**src/rtl/iob_axi_master_bridge.sv**
```systemverilog
// Native IOb request port to AXI4 master bridge.
// One single-beat transaction is in flight at a time; every AXI field that
// the native side has no notion of (burst length, cache, QoS, ...) is fixed.
module iob_axi_master_bridge #(
   parameter int ADDR_W = 16,
   parameter int DATA_W = 32,
   parameter int ID_W   = 8,
   parameter int LEN_W  = 8,
   parameter int AXI_ID = 0
) (
   input  logic                  clk_i,
   input  logic                  rst_i,
   // native side
   input  logic                  iob_valid_i,
   input  logic [ADDR_W-1:0]     iob_addr_i,
   input  logic [DATA_W-1:0]     iob_wdata_i,
   input  logic [DATA_W/8-1:0]   iob_wstrb_i,
   output logic                  iob_ready_o,
   output logic                  iob_rvalid_o,
   output logic [DATA_W-1:0]     iob_rdata_o,
   output logic                  iob_err_o,
   // AXI write address
   output logic [ID_W-1:0]       axi_awid_o,
   output logic [ADDR_W-1:0]     axi_awaddr_o,
   output logic [LEN_W-1:0]      axi_awlen_o,
   output logic [2:0]            axi_awsize_o,
   output logic [1:0]            axi_awburst_o,
   output logic                  axi_awlock_o,
   output logic [3:0]            axi_awcache_o,
   output logic [2:0]            axi_awprot_o,
   output logic [3:0]            axi_awqos_o,
   output logic                  axi_awvalid_o,
   input  logic                  axi_awready_i,
   // AXI write data
   output logic [DATA_W-1:0]     axi_wdata_o,
   output logic [DATA_W/8-1:0]   axi_wstrb_o,
   output logic                  axi_wlast_o,
   output logic                  axi_wvalid_o,
   input  logic                  axi_wready_i,
   // AXI write response
   input  logic [ID_W-1:0]       axi_bid_i,
   input  logic [1:0]            axi_bresp_i,
   input  logic                  axi_bvalid_i,
   output logic                  axi_bready_o,
   // AXI read address
   output logic [ID_W-1:0]       axi_arid_o,
   output logic [ADDR_W-1:0]     axi_araddr_o,
   output logic [LEN_W-1:0]      axi_arlen_o,
   output logic [2:0]            axi_arsize_o,
   output logic [1:0]            axi_arburst_o,
   output logic                  axi_arlock_o,
   output logic [3:0]            axi_arcache_o,
   output logic [2:0]            axi_arprot_o,
   output logic [3:0]            axi_arqos_o,
   output logic                  axi_arvalid_o,
   input  logic                  axi_arready_i,
   // AXI read data
   input  logic [ID_W-1:0]       axi_rid_i,
   input  logic [DATA_W-1:0]     axi_rdata_i,
   input  logic [1:0]            axi_rresp_i,
   input  logic                  axi_rlast_i,
   input  logic                  axi_rvalid_i,
   output logic                  axi_rready_o
);

   localparam int STRB_W = DATA_W / 8;
   localparam int SIZE   = $clog2(STRB_W);
   // Clears the byte-offset bits so the AXI address is bus-width aligned.
   localparam logic [ADDR_W-1:0] ADDR_MASK = ~(ADDR_W'(STRB_W - 1));

   typedef enum logic [2:0] {
      IDLE,
      WR_REQ,
      WR_RESP,
      RD_REQ,
      RD_DATA
   } state_t;

   state_t              state_q, state_d;
   logic                ready_q, ready_d;
   logic                aw_done_q, aw_done_d;
   logic                w_done_q, w_done_d;
   logic                rvalid_q, rvalid_d;
   logic [DATA_W-1:0]   rdata_q, rdata_d;
   logic                err_q, err_d;
   logic [ADDR_W-1:0]   addr_q, addr_d;
   logic [DATA_W-1:0]   wdata_q, wdata_d;
   logic [STRB_W-1:0]   wstrb_q, wstrb_d;

   logic                accept;
   logic                aw_hs;
   logic                w_hs;
   logic                ar_hs;

   // IDs are fixed on issue and only one transaction is outstanding, so the
   // returned IDs carry no information.
   logic                unused_ids;
   assign unused_ids = ^{axi_bid_i, axi_rid_i};

   assign accept = iob_valid_i & ready_q;
   assign aw_hs  = axi_awvalid_o & axi_awready_i;
   assign w_hs   = axi_wvalid_o & axi_wready_i;
   assign ar_hs  = axi_arvalid_o & axi_arready_i;

   // Next-state logic: transaction sequencing, capture and error tracking.
   always_comb begin
      state_d   = state_q;
      aw_done_d = aw_done_q;
      w_done_d  = w_done_q;
      rvalid_d  = 1'b0;
      rdata_d   = rdata_q;
      err_d     = err_q;
      addr_d    = addr_q;
      wdata_d   = wdata_q;
      wstrb_d   = wstrb_q;
      unique case (state_q)
         IDLE: begin
            if (accept) begin
               addr_d    = iob_addr_i;
               wdata_d   = iob_wdata_i;
               wstrb_d   = iob_wstrb_i;
               aw_done_d = 1'b0;
               w_done_d  = 1'b0;
               state_d   = (|iob_wstrb_i) ? WR_REQ : RD_REQ;
            end
         end
         WR_REQ: begin
            // AW and W complete independently; wait until both have.
            if (aw_hs) aw_done_d = 1'b1;
            if (w_hs)  w_done_d  = 1'b1;
            if (aw_done_d && w_done_d) state_d = WR_RESP;
         end
         WR_RESP: begin
            if (axi_bvalid_i) begin
               state_d = IDLE;
               if (axi_bresp_i != 2'b00) err_d = 1'b1;
            end
         end
         RD_REQ: begin
            if (ar_hs) state_d = RD_DATA;
         end
         RD_DATA: begin
            if (axi_rvalid_i) begin
               state_d  = IDLE;
               rvalid_d = 1'b1;
               rdata_d  = axi_rdata_i;
               if ((axi_rresp_i != 2'b00) || !axi_rlast_i) err_d = 1'b1;
            end
         end
         default: state_d = IDLE;
      endcase
      ready_d = (state_d == IDLE);
   end

   // Control state register; a reset abandons any transaction in flight.
   always_ff @(posedge clk_i) begin
      if (rst_i) begin
         state_q   <= IDLE;
         ready_q   <= 1'b0;
         aw_done_q <= 1'b0;
         w_done_q  <= 1'b0;
         rvalid_q  <= 1'b0;
         rdata_q   <= '0;
         err_q     <= 1'b0;
      end else begin
         state_q   <= state_d;
         ready_q   <= ready_d;
         aw_done_q <= aw_done_d;
         w_done_q  <= w_done_d;
         rvalid_q  <= rvalid_d;
         rdata_q   <= rdata_d;
         err_q     <= err_d;
      end
   end

   // Request payload; only meaningful while a transaction is active.
   always_ff @(posedge clk_i) begin
      addr_q  <= addr_d;
      wdata_q <= wdata_d;
      wstrb_q <= wstrb_d;
   end

   assign iob_ready_o   = ready_q;
   assign iob_rvalid_o  = rvalid_q;
   assign iob_rdata_o   = rdata_q;
   assign iob_err_o     = err_q;

   assign axi_awid_o    = ID_W'(AXI_ID);
   assign axi_awaddr_o  = addr_q & ADDR_MASK;
   assign axi_awlen_o   = '0;
   assign axi_awsize_o  = 3'(SIZE);
   assign axi_awburst_o = 2'b01;
   assign axi_awlock_o  = 1'b0;
   assign axi_awcache_o = 4'd0;
   assign axi_awprot_o  = 3'd0;
   assign axi_awqos_o   = 4'd0;
   assign axi_awvalid_o = (state_q == WR_REQ) && !aw_done_q;

   assign axi_wdata_o   = wdata_q;
   assign axi_wstrb_o   = wstrb_q;
   assign axi_wlast_o   = 1'b1;
   assign axi_wvalid_o  = (state_q == WR_REQ) && !w_done_q;

   assign axi_bready_o  = (state_q == WR_RESP);

   assign axi_arid_o    = ID_W'(AXI_ID);
   assign axi_araddr_o  = addr_q & ADDR_MASK;
   assign axi_arlen_o   = '0;
   assign axi_arsize_o  = 3'(SIZE);
   assign axi_arburst_o = 2'b01;
   assign axi_arlock_o  = 1'b0;
   assign axi_arcache_o = 4'd0;
   assign axi_arprot_o  = 3'd0;
   assign axi_arqos_o   = 4'd0;
   assign axi_arvalid_o = (state_q == RD_REQ);

   assign axi_rready_o  = (state_q == RD_DATA);

endmodule

```
**config.mk**
```make
export PLATFORM = sky130hd
export DESIGN_NAME = iob_axi_master_bridge
export DESIGN_NICKNAME = d
export VERILOG_FILES = /design/src/rtl/iob_axi_master_bridge.sv
export SDC_FILE = /design/constraint.sdc
export NUM_CORES = 1
export LEC_CHECK = 0
export BUFFER_PORTS_ARGS = -buffer_cell sky130_fd_sc_hd__buf_2
export CAP_MARGIN = 20
export CORE_ASPECT_RATIO = 0.5
export CORE_UTILIZATION = 30
export CTS_CLUSTER_DIAMETER = 80
export DETAILED_ROUTE_END_ITERATION = 12
export GPL_TIMING_DRIVEN = 0
export PLACE_DENSITY_LB_ADDON = 0.12
export SYNTH_ARGS = -nofsm -noshare
export SYNTH_HDL_FRONTEND = slang
export SYNTH_SLANG_ARGS = --single-unit
```
**constraint.sdc**
```tcl
create_clock -name clk_i -period 5.9 [get_ports clk_i]
set_input_delay 1.475 -clock clk_i [delete_from_list [all_inputs] [get_ports clk_i]]
set_output_delay 1.475 -clock clk_i [all_outputs]
set_load 0.005 [all_outputs]
```
## Yosys cells after proc, flatten, opt, wreduce, memory -nomap -nowiden

Cells that the tools add are included.

- Equality and inequality tests: 9
- Mux-type cells: 20
- Bitwise gates (word level): 5
- Reduce and logical (&&, ||, !) cells: 19

Operator list:

| kind | count |
|---|---|
| 3-bit 2-to-1 mux | 5 |
| 3-bit case mux with 5 select lines | 1 |
| 1-bit 2-to-1 mux | 10 |
| 2-bit nonzero test | 4 |
| 3-bit by 2-bit equality test with 1-bit output, second input constant | 2 |
| 3-bit zero test | 2 |
| 2-bit inequality test, second input constant | 3 |
| 1-bit case mux with 2 select lines | 3 |
| 2-bit AND reduction | 3 |
| 5-bit AND reduction | 1 |
| 1-bit bitwise AND | 4 |
| 2-bit by 1-bit inequality test with 1-bit output, second input constant | 2 |
| 4-bit OR reduction | 1 |
| 3-bit by 1-bit equality test with 1-bit output, second input constant | 1 |
| 3-bit equality test, second input constant | 1 |
| 1-bit logical AND | 3 |
| 1-bit zero test | 3 |
| 2-bit 2-to-1 mux | 1 |
| 2-bit OR reduction | 1 |
| 1-bit logical OR | 1 |
| 1-bit NOT | 1 |

- Register bits after elaboration: 92
- Input port bits: 113
- Output and inout bits: 175
- Logic and storage cells: 63

## Longest topological paths before layout

Gate-level depths: netlist of the first run.

- Depth in word-level cells: 9
- Gate-level depth with buffers: 6
- Depth with buffers taken out: 3

## Worst setup path after synthesis of the first run

Ideal clock, no wire load.

- Path type: in2reg
- Start point: input iob_valid_i
- End point: register addr_q[10] (enable)
- Library setup time: 0.414 ns
- Data arrival time: 2.703 ns
- Data required time: 5.486 ns
- Path slack: 2.783 ns
- Cell stages on the path: 1
- Buffers on the path: 0
- Cells stage by stage: and2_1

- Longest elaborated chain between the ends: 2

Ends and longest elaborated chain:

| element | RTL line | RTL |
|---|---|---|
| start: declaration | 14 | `input logic iob_valid_i,` |
| 1-bit bitwise AND | 100 | `assign accept = iob_valid_i & ready_q;` |
| 2-bit AND reduction (no source line) | -- |  |
| end signal: assignment | 178 | `addr_q <= addr_d;` |
| end: declaration | 86 | `logic [ADDR_W-1:0] addr_q, addr_d;` |

No other way between the ends.
A chain may end at the register's enable or synchronous reset.

## Worst setup path in the final report of the first run

- Start point: register state_q[0]
- End point: output axi_wvalid_o

- Longest elaborated chain between the ends: 2

Ends and longest elaborated chain:

| element | RTL line | RTL |
|---|---|---|
| start: declaration | 79 | `state_t state_q, state_d;` |
| start signal: assignment | 166 | `state_q <= state_d;` |
| 3-bit by 1-bit equality test with 1-bit output | 202 | `assign axi_wvalid_o = (state_q == WR_REQ) && !w_done_q;` |
| 1-bit logical AND | 202 |  |
| end: declaration | 38 | `output logic axi_wvalid_o,` |

No other way between the ends.

==> metrics.md, run 1 <==
| Metric | Value |
|---|---|
| Vias in the first global route | 2723 |
| First-pass GRT wire length | 13400 microns |
| Flop-to-flop setup slack | 3920 ps |
| CTS root buffer | clkbuf_16 |
| Leak | 2.69 nW |
| Hold WC Path Type | reg -> reg |
| Yosys warnings | 0 |
| CTS Buffer Depth | 2 |
| Worst setup SP type | flip-flop |
| Post-synthesis mux area share | 0.00254 |
| Worst-margin pin slew | 699 ps |
| Max Fclk | 0.339 GHz |
| Die ar. | 0.0136 sq mm |
| Die Wd | 164 microns |
| # hold bufs at CTS | 0 |
| Reg-to-reg critical path startpoint | state_q[0] |
| Post-synthesis adder-cell area fraction | 0 |
| Via count | 2893 |
| First DRT Iteration DRCs | 134 |
| H-tree Lvls | 3 |
| CTS tree | done |
| # IOs | 288 |
| Multi-input gate area | 0.00113 sq mm |
| Critical path buffers and inverters | 2 |
| CTS buffer count | 9 |
| Number of flops mapped to enable cells by yosys | 50 |
| Number of max-cap violations | 0 |
| Worst-Skew Late Latency | 340 ps |
| Crit path largest cell delay | 340 ps |
| Synth area leader | edfxtp_1 |
| Worst-path fanout max | 9 |
| Arrival time at the worst endpoint | 1470 ps |
| Most common cell after layout, fill and taps aside | buf_2 |
| Clock Sinks | 90 |
| Final wirelength | 8680 microns |
| CP Cell Sequence | buf_4 > nor2b_1 > nand2b_1 > nor2_1 > buf_2 |
| Max-slew headroom | 0.534 |
| Most frequent cells in the layout | 204 x buf_2, 86 x buf_4, 71 x conb_1 |
| CP top delay family | simple AND/OR/NAND/NOR gates |
| Syn_area_per_cell | 12.0 sq um |
| Post-DR vias/cell | 3.69 |
| VDD IR-drop max | 0.163 mV |
| Port bufs | 198 |
| Nets | 721 |
| GRT Total Usage | 0.127 |
| Syn Inst Count | 329 |
| Post-DR wirelength/cell | 11.1 microns |
| Worst Clk Skew | 5.11 ps |
| Row cnt | 29 |
| Final Setup Violations | 0 |
| Routability congestion estimate | 0.717 |
| Core area | 0.0127 sq mm |
| HPWL Detailed | 6800 microns |
| Final Cycle Share | 0.499 |
| Post-CTS Setup Repair Bufs | 0 |
| Antenna violations before repair | 0 |
| DIE HEIGHT | 83.1 microns |
| Final Hold Fails | 0 |
| Post-synth cell types | 37 |
| Post-synth top area share | 0.381 |
| RSZ-0062 raised after global routing | false |
| Synth Area in Compound Gates | 0.0927 |
| Final cell count without fillers | 783 |
| CP Class | reg -> out |
| Largest family of logic cells by synthesized area | buffers and inverters |
| Antenna Cells | 0 |
| Total grt overflow | 0 |
| Crit. path cell count | 5 |
| Largest net degree at the start of global routing | 28 |
| Residual DRC count | 0 |
| Post-synth ARST share | 0 |
| P_sw | 0.345 mW |
| Flop pwr share | 0.493 |
| DP Cell Count | 767 |
| Slowest stage cell, crit path | nor2b_1 |
| TritonRoute pass-1 iters | 4 |
| Post-route setup TNS | 0 ps |
| Clock slew seen by the registers of the worst setup and hold paths | 70 ps |
| Switching part of the total power | 0.242 |
| Worst setup EP type | output pin |
| Ratio of cells with drive above 1 in the final layout | 0.613 |
| Crit. Startpoint | state_q[0] |
| XOR/XNOR share of the synthesized area | 0 |
| Internal power | 1.08 mW |
| Clock Power Share | 0.391 |
| Sequential cell area fraction in the yosys report | 0.584 |
| Area contributors post-synth | edfxtp_1 38%, dfxtp_1 20%, buf_4 16%, a21oi_2 6.7%, nand2_2 4.8% |
| Simple-gate share of the synthesized area | 0.125 |
| P per Cell Area | 249 mW/mm^2 |
| Seq. cell area | 0.00230 sq mm |
| Synthesized flop and latch total | 90 |
| FILL cells | 1254 |
| Crit path capture | axi_wvalid_o |
| Fin. max-slew vios | 0 |
| Reg2reg end | addr_q[6] |
| Initial Util | 0.310 |
| Status | complete, no violations |
| Post_cts resized | 0 |
| Area grow syn2layout | 44.9% |
| Top FF cell, synth | edfxtp_1 |
| Synthesized area | 0.00394 sq mm |
| R2R depth | 4 |
| Antenna Violating Nets Remaining | 0 |
| WP data required | 4430 ps |
| Min Tclk post-route | 2950 ps |
| Logic pwr share | 0.117 |
logic make-up after synthesis:
logic type,count (synthesis)
other,2
AOI/OAI and AO/OA,46
muxes,1
buffers and inverters,99
and+or+nand+nor,91
DFF,90
registers in the layout, summed over array words and instances (netlist names):
name	flops
axi_wdata_o	32
iob_rdata_o	32
addr_q	14
axi_wstrb_o	4
state_q	3
aw_done_q	1
iob_err_o	1
iob_ready_o	1
iob_rvalid_o	1
w_done_q	1
metal layers:
layer / part of all wire / up-vias / track usage
li1: - / 1507 / -
met1: 0.39 / 1245 / 0.140
met2: 0.51 / 130 / 0.228
met3: 0.084 / 11 / 0.0365
met4: 0.016 / 0 / 0.0513
met5: 0 / - / 0
cells in the mapped netlist, types with 2 or more instances:
library cell,n
buf_4,86
a21oi_1,8
dfxtp_1,40
buf_2,6
nor2_1,7
nand2_1,34
nor3_1,3
buf_12,3
nand2_2,30
nor2b_1,2
edfxtp_1,50
and2_1,2
buf_6,2
a21oi_2,30
nor3b_1,3
conb_1,2
power groups by stage:
stage          Combinational (mW)  Sequential, mW  Clock (mW)
3_3_place_gp                0.162           0.718           0
3_5_place_dp                0.166           0.717           0
5_1_grt                     0.185           0.705       0.601
6_report                    0.166           0.702       0.556
4_1_cts                     0.166           0.702       0.575
2_1_floorplan              0.0864           0.721           0
worst reg2reg max path, cell delays in order, from the launching register on:
cell and delay, ps:
dfxtp_1 300, buf_4 160, nor4b_2 320, and2_2 640
buf_12 270
layout make-up:
type / count / area share
Multi-Input combinational cell: 209 / 0.199
Clock buffer: 9 / 0.0394
Sequential cell: 90 / 0.403
Timing Repair Buffer: 199 / 0.177
Buffer: 99 / 0.134
Tap cell: 170 / 0.0372
Clock inverter: 7 / 0.0107
metrics by stage:
stage	cell area (sq um)	total power [mW]	utilization	hold WS [ps]	worst slack (ps)
after global routing	5710	1.49	0.449	480	2790
after CTS	5710	1.44	0.449	453	2920
after detailed placement	5430	0.883	0.426	443	3130
after global placement	5410	0.880	0.424	440	2130
after floorplan	4200	0.808	-	453	2780
final	5710	1.42	0.449	452	2950
how the worst min path moves through the flow:
stage,start,to,slack (ps),cells after the start
5_1_grt,iob_rdata_o[22],iob_rdata_o[22],480,2
3_5_place_dp,iob_rdata_o[22],iob_rdata_o[22],440,2
3_3_place_gp,iob_rdata_o[22],iob_rdata_o[22],440,2
4_1_cts,iob_rdata_o[22],iob_rdata_o[22],450,2
6_report,iob_rdata_o[22],iob_rdata_o[22],450,2
2_1_floorplan,iob_rdata_o[22],iob_rdata_o[22],450,2
Note: power is estimated with default switching activity, not from simulation.
==> run 2: changes to the inputs <==
--- a/config.mk
+++ b/config.mk
@@ -5,6 +5,7 @@
 export SDC_FILE = /design/constraint.sdc
 export NUM_CORES = 1
 export LEC_CHECK = 0
+export ABC_AREA = 1
 export BUFFER_PORTS_ARGS = -buffer_cell sky130_fd_sc_hd__buf_2
 export CAP_MARGIN = 20
 export CORE_ASPECT_RATIO = 0.5
==> constraint.sdc (replaced) <==
create_clock -name clk_i -period 2.6 [get_ports clk_i]
set_input_delay 0.65 -clock clk_i [delete_from_list [all_inputs] [get_ports clk_i]]
set_output_delay 0.65 -clock clk_i [all_outputs]
set_load 0.005 [all_outputs]
==> run 2 against run 1 <==
Against the previous run: clock skew shrank 0.55 ps; flip-flop and latch count is the same; clock-buffer cell count is the same; setup slack lost 2500 ps; die area shrank 4.2%; sequential power grew 130%; cell count grew 1.9%; design area shrank 2.7%; critical path type unchanged; critical endpoint is now axi_rready_o.
==> metrics.md, run 2 <==
| Metric | Value |
|---|---|
| Status | complete, no violations |
| Worst-path fanout max | 10 (+1) |
| Leak | 2.73 nW (+1.4%) |
| CTS root buffer | clkbuf_16 |
| CP Cell Sequence | inv_2 > nor3_4 > buf_6 > buf_2 |
| # IOs | 288 (unchanged) |
| Final Hold Fails | 0 (unchanged) |
| Post-DR wirelength/cell | 11.1 microns (+0.48%) |
| Initial Util | 0.313 (+0.00367) |
| FILL cells | 1184 (-5.6%) |
| Largest net degree at the start of global routing | 45 (+61%) |
| TritonRoute pass-1 iters | 4 (unchanged) |
| CTS Buffer Depth | 2 (unchanged) |
| Most common cell after layout, fill and taps aside | buf_2 |
| Synth Area in Compound Gates | 0.0544 (-0.0383) |
| Ratio of cells with drive above 1 in the final layout | 0.494 (-0.119) |
| Area contributors post-synth | edfxtp_1 40%, dfxtp_1 21%, buf_4 17%, a21oi_1 5.3%, nand3_1 5.0% |
| Number of max-cap violations | 0 (unchanged) |
| Largest family of logic cells by synthesized area | buffers and inverters |
| CP top delay family | flip-flops |
| Die Wd | 161 microns (-2.1%) |
| VDD IR-drop max | 0.305 mV (+87%) |
| Port bufs | 197 (-0.51%) |
| Worst Clk Skew | 4.56 ps (-0.553 ps) |
| Critical path buffers and inverters | 3 (+1) |
| Synthesized flop and latch total | 90 (unchanged) |
| Top-count cell post-synth | buf_4 |
| Vias in the first global route | 2805 (+3.0%) |
| Via count | 3060 (+5.8%) |
| Post-DR vias/cell | 3.83 (+3.8%) |
| Clock Sinks | 90 (unchanged) |
| CTS buffer count | 9 (unchanged) |
| HPWL Detailed | 6970 microns (+2.6%) |
| GRT Total Usage | 0.133 (+0.00561) |
| Crit. path cell count | 4 (-1) |
| Slowest stage cell, crit path | dfxtp_1 |
| DIE HEIGHT | 81.3 microns (-2.1%) |
| First-pass GRT wire length | 13100 microns (-2.2%) |
| R2R depth | 5 (+1) |
| Final wirelength | 8890 microns (+2.4%) |
| Crit path capture | axi_rready_o |
| Core area | 0.0121 sq mm (-5.4%) |
| # hold bufs at CTS | 0 (unchanged) |
| Arrival time at the worst endpoint | 1500 ps (+30 ps) |
| Post-synthesis mux area share | 0 (-0.00254) |
| Antenna Violating Nets Remaining | 0 (unchanged) |
| First DRT Iteration DRCs | 154 (+15%) |
| Final Setup Violations | 0 (unchanged) |
| Reg-to-reg critical path startpoint | state_q[0] |
| Total power | 3.29 mW (+130%) |
| Worst setup SP type | flip-flop |
| Flop-to-flop setup slack | 1040 ps (-2880 ps) |
| Total grt overflow | 0 (unchanged) |
| Post-synth top area share | 0.398 (+0.0169) |
| Number of flops mapped to enable cells by yosys | 50 (unchanged) |
| RSZ-0062 raised after global routing | false |
| CP Class | reg -> out |
| Post_cts resized | 0 (unchanged) |
| Post-synth ARST share | 0 (unchanged) |
| Area grow syn2layout | 47.3% |
| Syn Inst Count | 351 (+6.7%) |
| Worst-margin pin slew | 561 ps (-138 ps) |
| Clock slew seen by the registers of the worst setup and hold paths | 60 ps (about the same) |
| Routability congestion estimate | 0.747 (+4.1%) |
| Final Cycle Share | 0.829 |
| XOR/XNOR share of the synthesized area | 0 (unchanged) |
| P per Cell Area | 592 mW/mm^2 (+140%) |
| Fin. max-slew vios | 0 (unchanged) |
| Post-synthesis adder-cell area fraction | 0 (unchanged) |
| Simple-gate share of the synthesized area | 0.126 (+0.00156) |
| Residual DRC count | 0 (unchanged) |
| Yosys warnings | 0 (unchanged) |
| Post-CTS Setup Repair Bufs | 0 (unchanged) |
| Crit path largest cell delay | 440 ps (+100 ps) |
| Crit. Startpoint | state_q[2] |
| Worst setup EP type | output pin |
| Die ar. | 0.0131 sq mm (-4.2%) |
| Synth area leader | edfxtp_1 |
| Sequential cell area fraction in the yosys report | 0.610 (+0.0259) |
| Most frequent cells in the layout | 202 x buf_2, 85 x buf_4, 71 x conb_1 |
| Hold WC Path Type | reg -> reg |
| Synthesized area | 0.00377 sq mm (-4.3%) |
| H-tree Lvls | 3 (unchanged) |
| Nets | 742 (+2.9%) |
| CTS tree | done |
| Synth cell count leaders | 85 x buf_4, 50 x edfxtp_1, 46 x nand2_1 |
| Worst-Skew Late Latency | 340 ps (about the same) |
| Reg2reg end | axi_wdata_o[29] |
| Max-slew headroom | 0.626 (+0.0921) |
| Top FF cell, synth | edfxtp_1 |
| Antenna Cells | 0 (unchanged) |
| Post-synth cell types | 22 (-41%) |
| Row cnt | 28 (-3.4%) |
| Post-route setup TNS | 0 ps (unchanged) |
| Min Tclk post-route | 2150 ps |
| WP data required | 1950 ps (-2480 ps) |
| Syn_area_per_cell | 10.8 sq um (-10%) |
| Max Fclk | 0.464 GHz |
| Antenna violations before repair | 0 (unchanged) |
[run 2: cell types whose count changed in the layout (fill, tap and decap cells not counted), sizes merged, moves of 5 or more]
cell / delta
buf: -5
clkbuf: +5
inv: +11
nand2: -18
nand3: +38
nor2: +6
[run 2: worst min path at each step]
stage          depth (start not counted)           from  slack (ps)   endpoint
2_1_floorplan                          2       w_done_q         440   w_done_q
3_3_place_gp                           2      iob_err_o         440  iob_err_o
3_5_place_dp                           2      iob_err_o         450  iob_err_o
4_1_cts                                2      iob_err_o         460  iob_err_o
5_1_grt                                1  iob_addr_i[6]         460  addr_q[6]
6_report                               2      iob_err_o         450  iob_err_o
[run 2: layout make-up]
class | count | area [sq um] | share of cell area
plain buffers | 100 | 734 | 0.132
well taps | 165 | 206 | 0.0371
clock buffers | 9 | 225 | 0.0405
multi-input cells | 217 | 948 | 0.171
repair buffers | 198 | 1010 | 0.181
clock inverters | 6 | 90.1 | 0.0162
inverters | 13 | 48.8 | 0.00877
flip-flops and latches | 90 | 2300 | 0.414
[run 2: cell families (layout without fill, tap and decap cells)]
| kind of cell | count (synthesis) | after routing |
|---|---|---|
| other cells | 2 | 71 |
| simple gates | 105 | 105 |
| compound gates | 41 | 41 |
| buf+inv | 113 | 326 |
| flops | 90 | 90 |
[run 2: where the power goes]
part	switching [mW]	leakage, nW	total, mW	internal (mW)
sequential	0.0135	0.784	1.58	1.56
clock	0.530	0.154	1.37	0.841
combinational	0.158	1.79	0.346	0.187
[run 2: layer usage]
metal	wire length, microns	GRT usage
met2	4760	0.254
met3	708	0.0485
met4	149	0.0543
met1	3270	0.133
met5	0	0
[run 2: stage by stage]
stage               setup slack [ps]  std cells   util  hold WS, ps  area (sq um)
finish                           445        798  0.461          451          5560
global route                     332        798  0.461          459          5560
CTS                              394        798  0.461          456          5560
detailed placement               736        783  0.435          446          5250
global placement                -241        782  0.434          437          5230
floorplan                        376        420      -          444          4030
[run 2: worst register-to-register path, cell delays in order (launching register included)]
cell	delay (ps)
dfxtp_1	310
buf_6	130
nor2_2	180
nand3_1	130
inv_2	210
buf_12	270
==> run 3: changes to the inputs <==
--- a/config.mk
+++ b/config.mk
@@ -5,7 +5,7 @@
 export SDC_FILE = /design/constraint.sdc
 export NUM_CORES = 1
 export LEC_CHECK = 0
-export ABC_AREA = 1
+export ABC_AREA = 0
 export BUFFER_PORTS_ARGS = -buffer_cell sky130_fd_sc_hd__buf_2
 export CAP_MARGIN = 20
 export CORE_ASPECT_RATIO = 0.5
==> constraint.sdc (replaced) <==
create_clock -name clk_i -period 1.8 [get_ports clk_i]
set_input_delay 0.45 -clock clk_i [delete_from_list [all_inputs] [get_ports clk_i]]
set_output_delay 0.45 -clock clk_i [all_outputs]
set_load 0.005 [all_outputs]
==> run 3 against run 2 <==
Against the previous run: cell count down 1.4%; combinational power up 65%; wire length up 1.6%; sequential share of layout area down 1.3 points; power up 40%; largest power group unchanged.
==> metrics.md, run 3 (synthesis gave the netlist of run 1 again) <==
| Metric | Value |
|---|---|
| H-tree Lvls | 3 (unchanged) |
| Post-route setup slack | 123 ps (-322 ps) |
| FILL cells | 1237 (+4.5%) |
| RSZ-0062 raised after global routing | false |
| TritonRoute pass-1 iters | 4 (unchanged) |
| Worst Hold Launch | iob_wdata_i[29] |
| CTS root buffer | clkbuf_16 |
| Antenna Cells | 0 (unchanged) |
| HPWL Detailed | 6860 microns (-1.7%) |
| Hold WC Path Type | in -> reg |
| R2R depth | 3 (-2) |
| First DRT Iteration DRCs | 122 (-21%) |
| Max Fclk | 0.596 GHz |
| Final Cycle Share | 0.932 |
| Crit path largest cell delay | 320 ps (-120 ps) |
| Clock Power Share | 0.377 (-0.039) |
| # hold bufs at CTS | 0 (unchanged) |
| Worst-margin pin slew | 729 ps (+169 ps) |
| DIE HEIGHT | 83.1 microns (+2.1%) |
| Worst Clk Skew | 9.68 ps (+5.12 ps) |
| Crit. Startpoint | state_q[0] |
| Fin. max-slew vios | 0 (unchanged) |
| Worst setup EP type | output pin |
| Flop-to-flop setup slack | 180 ps (-860 ps) |
| Die Wd | 164 microns (+2.2%) |
| Total power | 4.61 mW (+40%) |
| CTS tree | done |
| CP Class | reg -> out |
| Initial Util | 0.310 (-0.00367) |
| Core area | 0.0127 sq mm (+5.7%) |
| Largest net degree at the start of global routing | 27 (-40%) |
| CTS buffer count | 9 (unchanged) |
| P per Cell Area | 801 mW/mm^2 (+35%) |
| VDD IR-drop max | 0.580 mV (+90%) |
| Arrival time at the worst endpoint | 1230 ps (-270 ps) |
| Worst-path fanout max | 9 (-1) |
| Reg-to-reg critical path startpoint | state_q[0] |
| Row cnt | 29 (+3.6%) |
| Worst setup SP type | flip-flop |
| Final wirelength | 9030 microns (+1.6%) |
| Hold endpoint | axi_wdata_o[29] |
| WP data required | 1350 ps (-600 ps) |
| Slowest stage cell, crit path | dfxtp_1 |
| CTS Buffer Depth | 2 (unchanged) |
| Flop pwr share | 0.499 (+0.020) |
| Dpl ws | -32.8 ps (-769 ps) |
| Final Hold Fails | 0 (unchanged) |
| Total grt overflow | 0 (unchanged) |
| Leak | 2.71 nW (-0.57%) |
| First-pass GRT wire length | 13500 microns (+3.3%) |
| Post-DR wirelength/cell | 11.5 microns (+3.0%) |
| # IOs | 288 (unchanged) |
| Status | complete, no violations |
| Antenna Violating Nets Remaining | 0 (unchanged) |
| Logic pwr share | 0.124 (+0.019) |
| Via count | 2948 (-3.7%) |
| Hold Path Stages | 1 (-1) |
| GRT Total Usage | 0.129 (-0.00347) |
| P_sw | 1.08 mW (+53%) |
| Most frequent cells in the layout | 204 x buf_2, 87 x buf_4, 71 x conb_1 |
| Switching part of the total power | 0.233 (+0.0201) |
| Antenna violations before repair | 0 (unchanged) |
| CP Cell Sequence | buf_6 > nor2b_4 > nand2b_1 > nor2_1 > buf_2 |
| Most common cell after layout, fill and taps aside | buf_2 |
| Port bufs | 198 (+0.51%) |
| Die ar. | 0.0136 sq mm (+4.4%) |
| Worst-Skew Late Latency | 340 ps (about the same) |
| Routability congestion estimate | 0.737 (-1.2%) |
| Number of max-cap violations | 0 (unchanged) |
| Clock slew seen by the registers of the worst setup and hold paths | 70 ps (about the same) |
| Internal power | 3.53 mW (+36%) |
| Ratio of cells with drive above 1 in the final layout | 0.621 (+0.126) |
| Final Setup Violations | 0 (unchanged) |
| Reg2reg end | addr_q[11] |
| Post-DR vias/cell | 3.75 (-2.3%) |
| Min Tclk post-route | 1680 ps |
| Clock Sinks | 90 (unchanged) |
| Residual DRC count | 0 (unchanged) |
| Area grow syn2layout | 45.9% |
| Vias in the first global route | 2702 (-3.7%) |
| Nets | 725 (-2.3%) |
| Max-slew headroom | 0.514 (-0.112) |
-- run 3: cell types whose count changed in the layout (fill, tap and decap cells not counted), sizes merged, moves of 2 or more --
cell,previous run,this run
nand3,39,1
nand2,46,64
inv,15,3
buf,292,298
nor2,13,7
and2,0,5
clkbuf,15,10
nand4,3,0
nor3b,0,3
a21oi,40,38
bufinv,2,0
nor2b,0,2
nor4b,0,2
-- run 3: worst max path at each step --
stage,depth (start not counted),slack [ps],end
after floorplan,3,170,addr_q[10]
after global placement,3,-30,addr_q[10]
after detailed placement,3,-30,addr_q[10]
after CTS,2,0.7,axi_bready_o
after global routing,5,10,axi_wvalid_o
final,5,120,axi_wvalid_o
-- run 3: stage by stage --
step,utilization,TNS (ps),instances,hold WS [ps],cell area (sq um)
6_report,0.452,0,787,282,5750
5_1_grt,0.452,0,787,264,5750
4_1_cts,0.448,0,783,269,5700
3_5_place_dp,0.425,-1510,766,451,5410
3_3_place_gp,0.425,-1220,766,441,5410
2_1_floorplan,-,0,398,453,4200
-- run 3: area by class of cell --
class / instances / area, sq um / area share
Multi-Input combinational cell: 212 / 1180 / 0.206
Buffer: 99 / 769 / 0.134
Clock inverter: 7 / 51.3 / 0.00892
Timing Repair Buffer: 200 / 1010 / 0.175
Sequential cell: 90 / 2300 / 0.401
Tap cell: 170 / 213 / 0.0370
Clock buffer: 9 / 225 / 0.0392
-- run 3: what timing repair did --
action                                  in CTS  in global routing
pin swaps                                    0                  1
gates resized for setup                      3                  6
buffers inserted                             0                  2
gates cloned                                 1                  2
endpoints found under the setup margin      53                 53
-- run 3: worst max-delay path, delay by kind of cell, from the launching register on --
kind	cells	cell delay, ps
AND/OR/NAND/NOR	3	320
buffers and inverters	2	250
flip-flops	1	320
-- run 3: power by group through the flow --
stage | Sequential, mW | Clock (mW) | Combinational [mW]
after floorplan | 2.36 | 0 | 0.286
after global placement | 2.35 | 0 | 0.535
after detailed placement | 2.35 | 0 | 0.535
after CTS | 2.30 | 1.81 | 0.547
after global routing | 2.31 | 1.91 | 0.632
final | 2.30 | 1.74 | 0.570
-- run 3: per-layer routing --
layer  global-route usage  vias to the layer above  routed length (microns)
li1                     -                     1519                        -
met1                0.147                     1286                     3530
met5                    0                        -                        0
met3               0.0370                       10                      740
met2                0.230                      133                     4630
met4               0.0438                        0                      125
